## src/rtl/booth_pkg.sv

```systemverilog
// Shared types and helpers for the radix-4 Booth multiplier sequencer.
// The FSM state encoding and Booth digit decode are used by the top and the encoder.
package booth_pkg;

    typedef enum logic [1:0] {
        IDLE = 2'd0,
        RUN  = 2'd1,
        DONE = 2'd2
    } state_t;

    // Radix-4 recoding of {b[2k+1], b[2k], b[2k-1]} into a digit in -2..+2
    function automatic logic signed [2:0] booth_digit(input logic [2:0] code);
        case (code)
            3'b001, 3'b010: booth_digit = 3'sd1;
            3'b011:         booth_digit = 3'sd2;
            3'b100:         booth_digit = -3'sd2;
            3'b101, 3'b110: booth_digit = -3'sd1;
            default:        booth_digit = 3'sd0;
        endcase
    endfunction

endpackage

```

## src/rtl/booth_mul_sequencer_enc.sv

```systemverilog
// Radix-4 Booth partial-product generator: digit(group) * multiplicand, weighted by 4^k.
// Output is 2*N_BITS+1 bits so -2 * most-negative still fits before the weight shift.
module BoothEncoder
    import booth_pkg::*;
#(
    parameter int N_BITS = 32
) (
    input  logic [2:0]          booth_group,
    input  logic [4:0]          group_index,
    input  logic [N_BITS-1:0]   multiplicand,
    output logic [2*N_BITS:0]   partial_product_out
);

    logic [2*N_BITS:0] w_mcand_ext;
    logic [2*N_BITS:0] w_pp_unshifted;
    logic [2:0]        w_digit;

    always_comb begin
        w_mcand_ext = {{(N_BITS+1){multiplicand[N_BITS-1]}}, multiplicand};
        w_digit     = booth_digit(booth_group);
        case (w_digit)
            3'b001:  w_pp_unshifted = w_mcand_ext;
            3'b010:  w_pp_unshifted = w_mcand_ext << 1;
            3'b111:  w_pp_unshifted = -w_mcand_ext;
            3'b110:  w_pp_unshifted = -(w_mcand_ext << 1);
            default: w_pp_unshifted = '0;
        endcase
        partial_product_out = w_pp_unshifted << {group_index, 1'b0};
    end

endmodule

```

## src/rtl/booth_mul_sequencer.sv

```systemverilog
// Iterative radix-4 Booth multiplier: one multiplier group per clock, fixed latency,
// valid/ready on both the operand and product sides.
module booth_mul_sequencer
    import booth_pkg::*;
#(
    parameter int N_BITS = 32
) (
    input  logic                  clk,
    input  logic                  rst,
    input  logic                  in_valid,
    output logic                  in_ready,
    input  logic [N_BITS-1:0]     multiplicand,
    input  logic [N_BITS-1:0]     multiplier,
    output logic                  out_valid,
    input  logic                  out_ready,
    output logic [2*N_BITS-1:0]   product,
    output logic                  busy
);

    localparam int N_GROUPS = N_BITS / 2;
    localparam int CW       = (N_GROUPS > 1) ? $clog2(N_GROUPS) : 1;
    localparam logic [CW-1:0] LAST_GROUP = CW'(N_GROUPS - 1);

    state_t               r_state;
    state_t               w_state_next;
    logic [N_BITS-1:0]    r_mcand;
    logic [N_BITS-1:0]    r_mplr;
    logic [2*N_BITS:0]    r_acc;
    logic [CW-1:0]        r_count;
    logic [2*N_BITS-1:0]  r_product;

    logic [N_BITS:0]      w_mplr_ext;
    logic [2:0]           w_groups [N_GROUPS];
    logic [2:0]           w_booth_group;
    logic [2*N_BITS:0]    w_pp;
    logic [2*N_BITS:0]    w_acc_sum;
    logic                 w_last;

    // Appending a zero below the LSB supplies the implicit mplr[-1]
    assign w_mplr_ext = {r_mplr, 1'b0};

    for (genvar gi = 0; gi < N_GROUPS; gi++) begin : g_group
        assign w_groups[gi] = w_mplr_ext[2*gi +: 3];
    end

    assign w_booth_group = w_groups[r_count];
    assign w_acc_sum     = r_acc + w_pp;
    assign w_last        = (r_count == LAST_GROUP);

    BoothEncoder #(.N_BITS(N_BITS)) u_enc (
        .booth_group         (w_booth_group),
        .group_index         (5'(r_count)),
        .multiplicand        (r_mcand),
        .partial_product_out (w_pp)
    );

    always_comb begin
        w_state_next = r_state;
        in_ready     = 1'b0;
        out_valid    = 1'b0;
        busy         = 1'b0;
        case (r_state)
            IDLE: begin
                in_ready = 1'b1;
                if (in_valid) w_state_next = RUN;
            end
            RUN: begin
                busy = 1'b1;
                if (w_last) w_state_next = DONE;
            end
            DONE: begin
                busy      = 1'b1;
                out_valid = 1'b1;
                if (out_ready) w_state_next = IDLE;
            end
            default: w_state_next = IDLE;
        endcase
    end

    always_ff @(posedge clk) begin
        if (rst) begin
            r_state   <= IDLE;
            r_mcand   <= '0;
            r_mplr    <= '0;
            r_acc     <= '0;
            r_count   <= '0;
            r_product <= '0;
        end else begin
            r_state <= w_state_next;
            case (r_state)
                IDLE: begin
                    if (in_valid) begin
                        r_mcand <= multiplicand;
                        r_mplr  <= multiplier;
                        r_acc   <= '0;
                        r_count <= '0;
                    end
                end
                RUN: begin
                    r_acc <= w_acc_sum;
                    // Separate product register keeps the result stable after the next accept clears r_acc
                    if (w_last) r_product <= w_acc_sum[2*N_BITS-1:0];
                    else        r_count   <= r_count + 1'b1;
                end
                default: ;
            endcase
        end
    end

    assign product = r_product;

endmodule

```

## config.mk

```make
export PLATFORM = sky130hd
export DESIGN_NAME = booth_mul_sequencer
export DESIGN_NICKNAME = d
export VERILOG_FILES = /design/src/rtl/booth_pkg.sv /design/src/rtl/booth_mul_sequencer_enc.sv /design/src/rtl/booth_mul_sequencer.sv
export SDC_FILE = /design/constraint.sdc
export NUM_CORES = 1
export LEC_CHECK = 0
export BUFFER_PORTS_ARGS = -buffer_cell sky130_fd_sc_hd__buf_2
export CELL_PAD_IN_SITES_DETAIL_PLACEMENT = 1
export CELL_PAD_IN_SITES_GLOBAL_PLACEMENT = 2
export CORE_MARGIN = 2
export CORE_UTILIZATION = 34
export CTS_CLUSTER_SIZE = 25
export DETAILED_ROUTE_END_ITERATION = 8
export GPL_TIMING_DRIVEN = 0
export PLACE_DENSITY = 0.81
export SYNTH_ARGS = -nofsm -noshare
export SYNTH_HDL_FRONTEND = slang
export SYNTH_HIERARCHICAL = 1
export SYNTH_SLANG_ARGS = --single-unit
export TNS_END_PERCENT = 30
```

## constraint.sdc

```tcl
create_clock -name clk -period 8.6 [get_ports clk]
set_input_delay 0.43 -clock clk [delete_from_list [all_inputs] [get_ports clk]]
set_output_delay 0.43 -clock clk [all_outputs]
set_load 0.005 [all_outputs]
```

After elaboration in Yosys (flattened, before gate mapping):

Cells that the tools add are included.

* register bits after elaboration: 199
* latch bits: 0
* bits in writable memories: 0
* memory bits (read-only): 0
* input bits: 68
* output and inout port bits: 67
* word-level logic and storage cells: 57
* memories: 0

* add/sub/neg operators: 4
* multipliers: 0
* div/mod/pow operators: 0
* order comparisons: 1
* equal/unequal tests: 17
* shift operators: 1
* multiplexer cells: 17
* bitwise logic cells: 1
* reductions and logical operators: 10

Operators by type and width (count)
* one-hot mux 65 bit (4 select lines): 1
* negator 65 bit: 2
* one-hot mux 65 bit (2 select lines): 1
* adder 65 bit: 1
* 2-to-1 mux 65 bit: 1
* left shift 65 x 5 -> 65 bit: 1
* equality test 3 bit (second input constant): 5
* binary-select mux 3 bit (select 4 bit): 1
* one-hot mux 3 bit (4 select lines): 1
* equality test 3 x 2 -> 1 bit (second input constant): 3
* 2-to-1 mux 4 bit: 2
* != test 2 bit (second input constant): 4
* one-hot mux 4 bit (2 select lines): 1
* equality test 3 x 1 -> 1 bit (second input constant): 2
* 2-to-1 mux 2 bit: 3
* 2-to-1 mux 3 bit: 2
* one-hot mux 2 bit (3 select lines): 1
* AND reduction 2 bit: 3
* AND reduction 3 bit: 2
* OR reduction 2 bit: 3
* >= comparator 5 bit (second input constant): 1
* NOT 4 -> 5 bit: 1
* adder 4 x 1 -> 4 bit (second input constant): 1
* equality test 4 bit (second input constant): 1
* 5 further kinds: 7

Longest topological paths before layout:

Gate-level depths: netlist of run 1.

* depth in word-level cells: 12
* mapped depth: 28
* gate-level depth less buffers: 26

Cells and area by module:

The synthesis of run 1 kept the hierarchy.

Modules (own cells, without submodules)
* booth_mul_sequencer: times used 1, cells an instance 1408, area an instance 11245.8 µm²
* BoothEncoder: times used 1, cells an instance 879, area an instance 5432.7 µm²

Worst setup path after synthesis of run 1:

No wires, ideal clock.

* path kind: reg-to-reg
* start: register r_count[0]
* end: register r_product[53], in the netlist product[53]
* arrival: 6664 ps
* path slack: 1874 ps
* stages on the path, launching flop included: 27
* cell sequence: dfxtp_1 -> clkbuf_1 -> clkbuf_1 -> mux4_2 -> mux4_2 -> clkbuf_1 -> or3_1 -> and2_1 -> nand2_1 -> clkbuf_1 -> clkbuf_1 -> a31oi_1 -> o32ai_1 -> mux2i_1 -> nor2_1 -> a211oi_1 -> ha_1 -> buf_2 -> nand4_2 -> nor3_2 -> nand3_1 -> a311oi_1 -> nor3_1 -> o21ai_2 -> a21oi_1 -> or4_1 -> nand3_1

* word-level cells in the longest chain between the ends: 11
* elaborated cells between the ends (all ways): 22
* classes of those cells: add/sub: 1; eq/ne: 11; shift: 1; mux: 5; bitwise: 1; reduce/logical: 3

RTL lines
* start, declared: RTL line booth_mul_sequencer.sv:29 `logic [CW-1:0] r_count;`
* start signal, assigned: RTL line booth_mul_sequencer.sv:103 `else r_count <= r_count + 1'b1;`
* NOT 4 -> 5 bit (not written as such) (*): RTL line booth_mul_sequencer.sv:46 `assign w_booth_group = w_groups[r_count];`
* binary-select mux 3 bit (select 4 bit) (*): RTL line booth_mul_sequencer.sv:46
* 2-to-1 mux 3 bit (not written as such) (*) (2 in series): RTL line booth_mul_sequencer.sv:46
* named net w_booth_group[1]: RTL line booth_mul_sequencer.sv:34 `logic [2:0] w_booth_group;`
* equality test 3 bit, or another cell as far along: RTL line booth_pkg.sv:13 `case (code)`
* OR reduction 2 bit: RTL line booth_pkg.sv:13
* one-hot mux 3 bit (4 select lines) (*): RTL line booth_pkg.sv:13
* equality test 3 bit, or another cell as far along: RTL line booth_mul_sequencer_enc.sv:21 `case (w_digit)`
* one-hot mux 65 bit (4 select lines) (*): RTL line booth_mul_sequencer_enc.sv:21
* left shift 65 x 5 -> 65 bit (*): RTL line booth_mul_sequencer_enc.sv:28 `partial_product_out = w_pp_unshifted << {group_index, 1'b0};`
* named net w_pp[24]: RTL line booth_mul_sequencer.sv:35 `logic [2*N_BITS:0] w_pp;`
* adder 65 bit (*): RTL line booth_mul_sequencer.sv:47 `assign w_acc_sum = r_acc + w_pp;`
* end signal, assigned: RTL line booth_mul_sequencer.sv:102 `if (w_last) r_product <= w_acc_sum[2*N_BITS-1:0];`
* end, declared: RTL line booth_mul_sequencer.sv:30 `logic [2*N_BITS-1:0] r_product;`

Mark *: on every way through the listed nets, which the timed path passes. The rest lies on a longest branch. The select of a mux whose other input is x is not followed.
A chain may end at the register's enable or synchronous reset.

Worst setup path in the final report of run 1:

* start: register r_count[0]
* end: register r_product[56], in the netlist product[56]

Same word-level chain as after synthesis.

==> results.py, run 1 <==
metrics = {
    "outcome": {
        "outcome": "finished, final reports clean",
    },
    "power_and_ir_drop": {
        "power.density_nw_per_um2": 172,
        "p_comb_share_pct": 43.4,
        "intPower_w": 0.00180,
        "switchingPower_w": 0.00144,
        "max-vdd-ir-drop_mv": 0.118,
        "power.leakage_nw": 7.36,
        "total_power_w": 0.00324,
        "p_sw_share_pct": 44.5,
        "seqPwrFrac_pct": 30.8,
        "power.clock.fraction_pct": 25.8,
    },
    "global_routing": {
        "grt_pass1_wl_um": 116000,
        "antenna_found_initial": 3,
        "grt_overflow": 0,
        "track_usage_pct": 30.2,
        "first_global_vias": 18705,
        "grt_max_degree": 19,
    },
    "sta": {
        "slew_viol_final": 0,
        "finalClockSkew_ns": 0.0177,
        "fin_tns_setup_ns": 0,
        "finalCritPeriodShare_pct": 96.3,
        "maxSlewHeadroom_pct": 19.8,
        "tightest_slew_ns": 1.20,
        "setup_viol": 0,
        "finalHoldViolCount": 0,
        "min_period_ns": 8.29,
        "grt_setup_unrepaired": "false",
        "max_freq_mhz": 121,
    },
    "drt": {
        "routed_via_density": 6.13,
        "drtAntennaViolNets": 0,
        "firstDrtPassIters": 5,
        "drcViolationCount": 0,
        "first_iter_violations": 1453,
        "wl_um": 76700,
        "via_count": 18849,
        "wl_per_cell_um": 25.0,
    },
    "worst_setup_path": {
        "r2r_start": "r_count[0]$_SDFFE_PP0P_",
        "r2r_end": "product[56]$_SDFFE_PP0P_",
        "start_kind": "flop",
        "required_ns": 8.99,
        "worstPathArrival_ns": 8.68,
        "reg2reg_slack_ns": 0.31,
        "path_class": "reg -> reg",
        "crit_fanout": 10,
        "crit_path_end_kind": "flop",
        "rr_worst_depth": 25,
    },
    "die": {
        "ios": 135,
        "core_um2": 48600,
        "initial_core_util_pct": 34.2,
        "dieArea_um2": 50700,
        "die_h_um": 225,
        "die_x_um": 225,
        "num_rows": 81,
    },
    "finish": {
        "syn2layout_area_growth_pct": 13.4,
        "final_net_count": 2576,
        "drive_gt1_share_pct": 13.7,
    },
    "worst_hold_path": {
        "hold_start": "multiplicand[16]",
        "hold_end": "r_mcand[16]$_SDFFE_PP0P_",
        "min_path_type": "in -> reg",
        "holdPathStages": 3,
    },
    "clocking": {
        "clock_path_buffers": 2,
        "cts_hold_buf": 0,
        "tritoncts": "yes",
        "clock-sinks": 198,
        "numCtsBuffers": 17,
        "clk_pin_slew_ns": 0.08,
        "ctsHtreeMaxLevel": 4,
        "clockRootBuffer": "clkbuf_16",
        "clock_latency_ns": 0.50,
    },
    "yosys": {
        "synth_cells": 2278,
        "syn-cell-area_um2": 16600,
        "synth_area_per_cell_um2": 7.30,
        "synth_warnings": 6,
    },
    "placed_design": {
        "hpwl_um": 60800,
        "place.gp.congestion": 0.976,
        "port_buffers": 134,
    },
    "flow_run": {
        "maxCapViolations": 0,
    },
}
-- worst max-delay path by stage --
stage / endpoint / cells after the start / slack [ns] / from
after floorplan: product[53]$_SDFFE_PP0P_ / 26 / 1.87 / r_count[0]$_SDFFE_PP0P_
after global placement: r_acc[61]$_SDFFE_PP0P_ / 24 / -1.17 / r_count[0]$_SDFFE_PP0P_
after detailed placement: r_acc[61]$_SDFFE_PP0P_ / 24 / -1.24 / r_count[0]$_SDFFE_PP0P_
after CTS: r_acc[61]$_SDFFE_PP0P_ / 24 / 0.001 / r_count[0]$_SDFFE_PP0P_
after global routing: r_acc[61]$_SDFFE_PP0P_ / 26 / 0.03 / r_count[0]$_SDFFE_PP0P_
final: product[56]$_SDFFE_PP0P_ / 25 / 0.31 / r_count[0]$_SDFFE_PP0P_
-- repair_timing --
item,CTS,global route
setup endpoints to repair,80,59
pin swaps,0,1
buffers inserted,0,3
resized for setup,16,27
-- per-stage QoR --
step           utilization [%]  cells  cell area, um2  worst slack (ns)  hold slack [ns]
3_3_place_gp              37.2   3038           18100             -1.17            0.442
2_1_floorplan                -   2282           16600              1.87            0.432
5_1_grt                   38.7   3072           18800            0.0333            0.156
6_report                  38.8   3073           18900             0.315            0.164
3_5_place_dp              37.2   3038           18100             -1.24            0.444
4_1_cts                   38.5   3070           18700          0.000983            0.121
-- power by group through the flow --
| stage | combinational, W | sequential, W | clock (W) |
|---|---|---|---|
| final | 0.00141 | 0.000996 | 0.000836 |
| after global routing | 0.00149 | 0.00100 | 0.000895 |
| after CTS | 0.00135 | 0.000994 | 0.000862 |
| after detailed placement | 0.00134 | 0.00102 | 0 |
| after global placement | 0.00132 | 0.00101 | 0 |
| after floorplan | 0.000883 | 0.000998 | 0 |
-- routing by layer --
layer	GRT usage (%)	part of all wire [%]	vias to the layer above
met5	0	0.048	-
met4	10.5	3.2	6
met3	6.95	7.2	142
met2	47.0	44	610
met1	41.0	46	9384
li1	-	-	8707
-- layout make-up --
cell class,count,area (um2)
well taps,622,778
multi-input cells,1854,11900
clock inverters,13,138
fillers,6178,29800
flip-flops and latches,198,3970
clock buffers,19,443
repair buffers,137,693
diodes,1,2.50
plain buffers,185,790
inverters,44,165
-- cells in the final DEF, fill, tap and decap left out, types with 19 or more instances in the layout --
master / instances
buf_2: 162
mux2i_1: 34
a21o_1: 32
o21a_1: 23
a211oi_1: 21
nor4_1: 21
ha_1: 70
nor2_1: 187
xor2_1: 28
xnor2_1: 53
a21oi_1: 255
or3_1: 19
inv_1: 41
and2_1: 20
o22ai_1: 19
a31oi_1: 25
nand4_1: 42
o21ai_0: 104
nand2_1: 368
clkbuf_1: 120
a22o_1: 37
nand3_1: 44
and3_1: 25
a22oi_1: 37
nor3_1: 53
dfxtp_1: 197
-- worst max-delay path: stages, from the launching register on --
cell and delay, ns:
dfxtp_2 0.48, clkbuf_2 0.33, clkbuf_2 0.35, mux4_2 0.55
mux4_2 0.56, clkbuf_2 0.28, or3_1 0.44, and2_1 0.23
nand2_1 0.32, buf_2 0.33, clkbuf_2 0.28, o221ai_1 0.18
o21ai_1 0.29, o22ai_1 0.24, o21ai_0 0.43, nor2_1 0.15
ha_1 0.30, clkbuf_2 0.18, o21ai_0 0.18, nand2b_1 0.09
a311o_1 0.36, nor3_1 0.52, a211o_1 0.34, nand3_1 0.21
nor4b_1 0.20, a311o_1 0.35
-- sequential cells by signal, summed over array words and instances, names as in the netlist --
register / flops
product: 64
r_acc: 64
r_mcand: 32
r_mplr: 32
r_count: 4
r_state: 2
Power figures use the tool's default switching activity.
==> run 2: changes to the inputs <==
--- a/config.mk
+++ b/config.mk
@@ -10,12 +10,12 @@
 export CELL_PAD_IN_SITES_GLOBAL_PLACEMENT = 2
 export CORE_MARGIN = 2
 export CORE_UTILIZATION = 34
+export CTS_CLUSTER_DIAMETER = 40
 export CTS_CLUSTER_SIZE = 25
 export DETAILED_ROUTE_END_ITERATION = 8
 export GPL_TIMING_DRIVEN = 0
 export PLACE_DENSITY = 0.81
 export SYNTH_ARGS = -nofsm -noshare
 export SYNTH_HDL_FRONTEND = slang
-export SYNTH_HIERARCHICAL = 1
 export SYNTH_SLANG_ARGS = --single-unit
 export TNS_END_PERCENT = 30
==> constraint.sdc (replaced) <==
create_clock -name clk -period 8.6 [get_ports clk]
set_input_delay 0 -clock clk [delete_from_list [all_inputs] [get_ports clk]]
set_output_delay 0 -clock clk [all_outputs]
set_load 0.005 [all_outputs]
==> run 2 against run 1 <==
Net effect:
- cell area decreased by 6.6%
- setup slack improved by 0.32 ns
- die area decreased by 10%
==> results.py, run 2 <==
metrics = {
    "placed_design": {
        "place_ws_ns": 0.734,
        "hpwl_um": 47000,
        "place.gp.congestion": 0.950,
        "port_buffers": 133,
        "dp.cells": 2706,
    },
    "worst_hold_path": {
        "holdPathStages": 4,
        "hold_end": "product[63]$_SDFFE_PP0P_",
        "min_path_type": "in -> reg",
        "hold_start": "rst",
    },
    "worst_setup_path": {
        "start_kind": "flop",
        "worst_path_max_delay_cell": "nor3b_1",
        "crit_top_cell": "a21oi_1",
        "crit_path_end_kind": "flop",
        "reg2reg_slack_ns": 0.64,
        "required_ns": 9.01,
        "crit_fanout": 7,
        "worstPathArrival_ns": 8.37,
        "rr_worst_depth": 23,
        "r2r_end": "r_acc[57]$_SDFFE_PP0P_",
        "critPathMaxStageDelay_ns": 0.71,
        "path_class": "reg -> reg",
        "r2r_start": "r_mcand[0]$_SDFFE_PP0P_",
        "path_cells": "inv_1 -> ha_1 -> nor3b_1 -> nand4_1 -> nor4_1 -> nor4b_1 -> a2111oi_1 -> a21oi_1 -> a21oi_1 -> a21oi_1 -> o221ai_1 -> mux2i_1 -> ha_1 -> a21oi_1 -> o21ai_0 -> nor4_1 -> a211oi_1 -> nor2b_1 -> o31ai_1 -> a31o_2 -> a221oi_1 -> xnor2_1 -> a22o_1",
    },
    "sta": {
        "slew_viol_final": 0,
        "finalHoldViolCount": 0,
        "grt_setup_unrepaired": "false",
        "finalClockSkew_ns": 0.0128,
        "maxSlewHeadroom_pct": 6.02,
        "max_freq_mhz": 126,
        "min_period_ns": 7.96,
        "fin_tns_setup_ns": 0,
        "tightest_slew_ns": 1.41,
        "setup_viol": 0,
        "layout_setup_ws_ns": 0.638,
        "finalCritPeriodShare_pct": 92.6,
    },
    "yosys": {
        "synth-seq-cells": 198,
        "synth_warnings": 0,
        "synth_area_leaders": "dfxtp_1, nand2_1, a21oi_1",
        "yosysMostFrequentCell": "nand2_1",
        "syn-cell-area_um2": 14900,
        "synth_cells": 1988,
        "synth_area_per_cell_um2": 7.51,
        "synthesis.nets": 2126,
        "synth_cell_types": 90,
        "yosys.area.top_type_share_pct": 26.5,
        "synth_edf_count": 0,
        "ys_seq_area_share_pct": 26.5,
        "yosys.area.top_type": "dfxtp_1",
        "synth_flop_cell": "dfxtp_1",
        "synth.cells.most_frequent": "nand2_1, a21oi_1, dfxtp_1, nor2_1, clkbuf_1",
        "synth-async-reset-ratio_pct": 0,
    },
    "clocking": {
        "clockRootBuffer": "clkbuf_16",
        "clock_latency_ns": 0.51,
        "clk_pin_slew_ns": 0.08,
        "clock-sinks": 198,
        "clock_path_buffers": 2,
        "tritoncts": "yes",
        "ctsHtreeMaxLevel": 4,
        "numCtsBuffers": 17,
    },
    "finish": {
        "final_common_cell": "nand2_1",
        "fillerInstances": 5485,
        "fin_cells": 2803,
        "seq_area_um2": 3960,
        "mostFrequentLayoutCells": "nand2_1, a21oi_1, dfxtp_1",
        "drive_gt1_share_pct": 11.1,
        "utilization_pct": 40.8,
        "antennaDiodeCount": 0,
        "syn2layout_area_growth_pct": 17.9,
        "final_net_count": 2343,
        "multi_input_area_um2": 10200,
    },
    "drt": {
        "drcViolationCount": 0,
        "routed_via_density": 5.68,
        "wl_um": 60400,
        "firstDrtPassIters": 5,
        "drtAntennaViolNets": 0,
        "wl_per_cell_um": 21.5,
        "via_count": 15921,
        "first_iter_violations": 864,
    },
    "power_and_ir_drop": {
        "total_power_w": 0.00291,
        "power.leakage_nw": 7.32,
        "power.density_nw_per_um2": 165,
        "max-vdd-ir-drop_mv": 0.150,
    },
    "die": {
        "die_x_um": 214,
        "num_rows": 76,
        "die_h_um": 214,
        "ios": 135,
        "initial_core_util_pct": 34.6,
        "dieArea_um2": 45600,
        "core_um2": 43200,
    },
    "global_routing": {
        "grt_max_degree": 21,
        "grt_overflow": 0,
        "first_global_vias": 16375,
        "grt_pass1_wl_um": 94200,
        "antenna_found_initial": 2,
        "track_usage_pct": 27.1,
    },
    "outcome": {
        "outcome": "finished, final reports clean",
    },
    "flow_run": {
        "maxCapViolations": 0,
    },
}
[run 2: worst max path at each step]
stage,endpoint,slack (ns),from,cells past startpoint
after floorplan,r_acc[63]$_SDFFE_PP0P_,2.78,r_mcand[4]$_SDFFE_PP0P_,24
final,r_acc[57]$_SDFFE_PP0P_,0.64,r_mcand[0]$_SDFFE_PP0P_,23
after global placement,product[57]$_SDFFE_PP0P_,0.76,r_mcand[0]$_SDFFE_PP0P_,24
after detailed placement,r_acc[57]$_SDFFE_PP0P_,0.73,r_mcand[0]$_SDFFE_PP0P_,23
after global routing,r_acc[57]$_SDFFE_PP0P_,0.10,r_mcand[0]$_SDFFE_PP0P_,23
after CTS,r_acc[57]$_SDFFE_PP0P_,0.68,r_mcand[0]$_SDFFE_PP0P_,23
[run 2: per-layer routing]
layer  track usage [%]  routed length [um]
met2              44.0               27600
met1              35.5               27700
met5                 0                   0
met3              5.68                3180
met4              9.91                1870
[run 2: layout make-up]
| type | count | area share [%] |
|---|---|---|
| Buffer | 142 | 3.44 |
| Timing Repair Buffer | 198 | 7.48 |
| Multi-Input combinational cell | 1604 | 57.9 |
| Tap cell | 585 | 4.16 |
| Inverter | 44 | 0.938 |
| Clock buffer | 17 | 2.42 |
| Sequential cell | 198 | 22.5 |
| Clock inverter | 15 | 1.15 |
[run 2: power breakdown]
group	internal (W)	switching [W]	total, W
Combinational	0.000352	0.000685	0.00104
Clock	0.000445	0.000441	0.000886
Sequential	0.000952	0.0000367	0.000989
[run 2: critical path, delay by kind of cell, from the launching register on]
kind,cells,cell delay (ns)
adders and majority gates,2,0.66
and+or+nand+nor,6,2.72
AOI/OAI and AO/OA,12,3.50
buffers and inverters,1,0.12
muxes,1,0.27
xor gates and xnor gates,1,0.14
DFF,1,0.42
[run 2: through the flow]
stage,hold WS (ns),cell area (um2)
final,0.109,17600
after global routing,0.156,17600
after CTS,0.0841,17600
after detailed placement,0.250,16300
after global placement,0.241,16300
after floorplan,0.136,14900
[run 2: cell families (layout without fill, tap and decap cells)]
logic type | Yosys count | count (layout) | share of synthesized area, %
AND/OR/NAND/NOR | 712 | 712 | 21.2
AO/OA/AOI/OAI | 630 | 630 | 27.3
flip-flops | 198 | 198 | 26.5
buffers and inverters | 186 | 416 | 5.16
multiplexers | 97 | 97 | 8.30
XOR/XNOR | 95 | 95 | 5.62
adder cells (fa/ha/maj) | 70 | 70 | 5.92
[run 2: what timing repair did]
action                     in CTS  in global routing
setup endpoints to repair       0                  4
setup buffers                   0                  0
hold endpoints to repair       65                  0
hold buffers                   65                  0
gates resized for setup         0                  1
==> run 3: changes to the inputs <==
--- a/config.mk
+++ b/config.mk
@@ -10,11 +10,13 @@
 export CELL_PAD_IN_SITES_GLOBAL_PLACEMENT = 2
 export CORE_MARGIN = 2
 export CORE_UTILIZATION = 34
+export CTS_BUF_LIST = sky130_fd_sc_hd__clkbuf_8
 export CTS_CLUSTER_DIAMETER = 40
 export CTS_CLUSTER_SIZE = 25
 export DETAILED_ROUTE_END_ITERATION = 8
 export GPL_TIMING_DRIVEN = 0
 export PLACE_DENSITY = 0.81
+export SKIP_LAST_GASP = 1
 export SYNTH_ARGS = -nofsm -noshare
 export SYNTH_HDL_FRONTEND = slang
 export SYNTH_SLANG_ARGS = --single-unit
==> run 3 against run 2 <==
Net effect:
- via count increased by 0.42%
- die area unchanged
- largest power group unchanged
- core utilization shrank 0.42 points
- wire length about the same
- critical endpoint is now r_acc[61]$_SDFFE_PP0P_
==> results.py, run 3 (synthesized netlist as in run 2, its figures left out) <==
metrics = {
    "worst_setup_path": {
        "worstPathArrival_ns": 8.59,
        "start_kind": "flop",
        "worst_path_max_delay_cell": "nor3b_1",
        "required_ns": 9.15,
        "crit_path_end_kind": "flop",
        "path_cells": "inv_1 -> ha_1 -> nor3b_1 -> nand4_1 -> nor4_1 -> nor4b_1 -> a2111oi_1 -> a21oi_1 -> a21oi_1 -> a21oi_1 -> o221ai_1 -> mux2i_1 -> ha_1 -> nand2_1 -> o21ai_0 -> nor2_1 -> o2bb2ai_1 -> a211oi_1 -> nor2b_1 -> a41o_1 -> o31a_1 -> o21bai_1 -> xor2_1 -> a22o_1",
        "crit_fanout": 7,
        "crit_top_cell": "a21oi_1",
        "path_class": "reg -> reg",
        "critPathMaxStageDelay_ns": 0.75,
    },
    "clocking": {
        "numCtsBuffers": 17,
        "tritoncts": "yes",
        "clock-sinks": 198,
        "ctsHtreeMaxLevel": 4,
        "clock_path_buffers": 2,
        "clk_pin_slew_ns": 0.11,
        "clockRootBuffer": "clkbuf_8",
        "post_cts_buffers": 0,
        "clock_latency_ns": 0.60,
    },
    "finish": {
        "mostFrequentLayoutCells": "nand2_1, a21oi_1, dfxtp_1",
        "multi_input_area_um2": 10200,
        "seq_area_um2": 3960,
        "final_net_count": 2344,
        "antennaDiodeCount": 0,
        "syn2layout_area_growth_pct": 16.7,
        "fin_cells": 2804,
        "drive_gt1_share_pct": 11.1,
        "fillerInstances": 5505,
        "final_common_cell": "nand2_1",
    },
    "sta": {
        "fin_tns_setup_ns": 0,
        "tightest_slew_ns": 1.27,
        "slew_viol_final": 0,
        "max_freq_mhz": 124,
        "finalCritPeriodShare_pct": 93.5,
        "min_period_ns": 8.04,
        "grt_setup_unrepaired": "false",
        "setup_viol": 0,
        "finalClockSkew_ns": 0.0262,
        "finalHoldViolCount": 0,
        "maxSlewHeadroom_pct": 15.1,
    },
    "power_and_ir_drop": {
        "power.density_nw_per_um2": 156,
        "power.leakage_nw": 7.24,
        "max-vdd-ir-drop_mv": 0.143,
    },
    "global_routing": {
        "grt_overflow": 0,
        "antenna_found_initial": 2,
        "grt_pass1_wl_um": 94000,
        "grt_max_degree": 21,
        "track_usage_pct": 27.1,
        "first_global_vias": 16383,
    },
    "die": {
        "core_um2": 43200,
        "dieArea_um2": 45600,
        "die_h_um": 214,
        "num_rows": 76,
        "ios": 135,
        "initial_core_util_pct": 34.6,
        "die_x_um": 214,
    },
    "placed_design": {
        "dp.cells": 2706,
        "port_buffers": 133,
        "hpwl_um": 47000,
        "place.gp.congestion": 0.950,
    },
    "drt": {
        "drt-met1-wl_um": 27500,
        "drtAntennaViolNets": 0,
        "first_iter_violations": 927,
        "top_layer_used": "met4",
        "wl_per_cell_um": 21.5,
        "firstDrtPassIters": 5,
        "wl_met2_um": 27600,
        "routed_via_density": 5.70,
        "wl_met3_um": 3320,
        "wl_um": 60300,
        "via_count": 15988,
        "drcViolationCount": 0,
    },
    "flow_run": {
        "maxCapViolations": 0,
    },
    "outcome": {
        "outcome": "finished, final reports clean",
    },
    "worst_hold_path": {
        "min_path_type": "in -> reg",
    },
}
==> run 3: changes by cell type in the layout (fill, tap and decap cells not counted) <==
cell	previous run	this run
dlygate4sd3_1	65	66
clkbuf_8	0	17
clkbuf_16	17	0
==> run 3: final cells by class <==
cell class                      instances  area share [%]
Tap cell                              585            4.20
Clock buffer                           17            1.34
Inverter                               44           0.948
Multi-Input combinational cell       1604            58.5
Timing Repair Buffer                  199            7.61
Clock inverter                         15            1.16
Buffer                                142            3.48
Sequential cell                       198            22.7
==> run 3: critical path, delay by kind of cell, from the launching register on <==
family | cells | cell delay, ns
buffers and inverters | 1 | 0.12
flip-flops | 1 | 0.43
adder cells (fa/ha/maj) | 2 | 0.69
AND/OR/NAND/NOR | 7 | 2.30
AO/OA/AOI/OAI | 12 | 3.87
multiplexers | 1 | 0.27
XOR/XNOR | 1 | 0.30
==> run 3: what timing repair did <==
item,in CTS,in global routing
resized for setup,0,1
endpoints found under the hold margin,68,0
setup endpoints to repair,0,4
hold buffers,66,0
==> run 3: path summary, 6_finish.rpt <==
check                                              start  depth (start not counted)  slack (ns)                  endpoint
worst min-delay path                            in_valid                          5        0.07  r_mcand[29]$_SDFFE_PP0P_
worst min register to register  product[28]$_SDFFE_PP0P_                          2        0.46  product[28]$_SDFFE_PP0P_
worst max-delay path             r_mcand[0]$_SDFFE_PP0P_                         24        0.56    r_acc[61]$_SDFFE_PP0P_
worst max register to register   r_mcand[0]$_SDFFE_PP0P_                         24        0.56    r_acc[61]$_SDFFE_PP0P_
==> run 3: metrics by stage <==
| step | hold WS (ns) | worst slack [ns] | util (%) | total power (W) | instance area (um2) |
|---|---|---|---|---|---|
| detailed placement | 0.250 | 0.734 | 37.8 | 0.00200 | 16300 |
| global route | 0.0737 | 0.103 | 40.4 | 0.00287 | 17400 |
| finish | 0.0718 | 0.556 | 40.4 | 0.00272 | 17400 |
| global placement | 0.241 | 0.762 | 37.8 | 0.00199 | 16300 |
| floorplan | 0.136 | 2.78 | - | 0.00168 | 14900 |
| CTS | 0.0130 | 0.682 | 40.4 | 0.00273 | 17400 |
==> run 3: layer usage <==
| layer | global-route usage [%] | vias up |
|---|---|---|
| li1 | - | 7634 |
| met1 | 35.1 | 7818 |
| met2 | 44.2 | 440 |
| met3 | 5.68 | 96 |
| met4 | 10.2 | 0 |
| met5 | 0 | - |
==> run 3: report_power, final <==
part / internal (W) / switching (W)
clock network: 0.000275 / 0.000414
registers: 0.000953 / 0.0000366
logic: 0.000353 / 0.000686
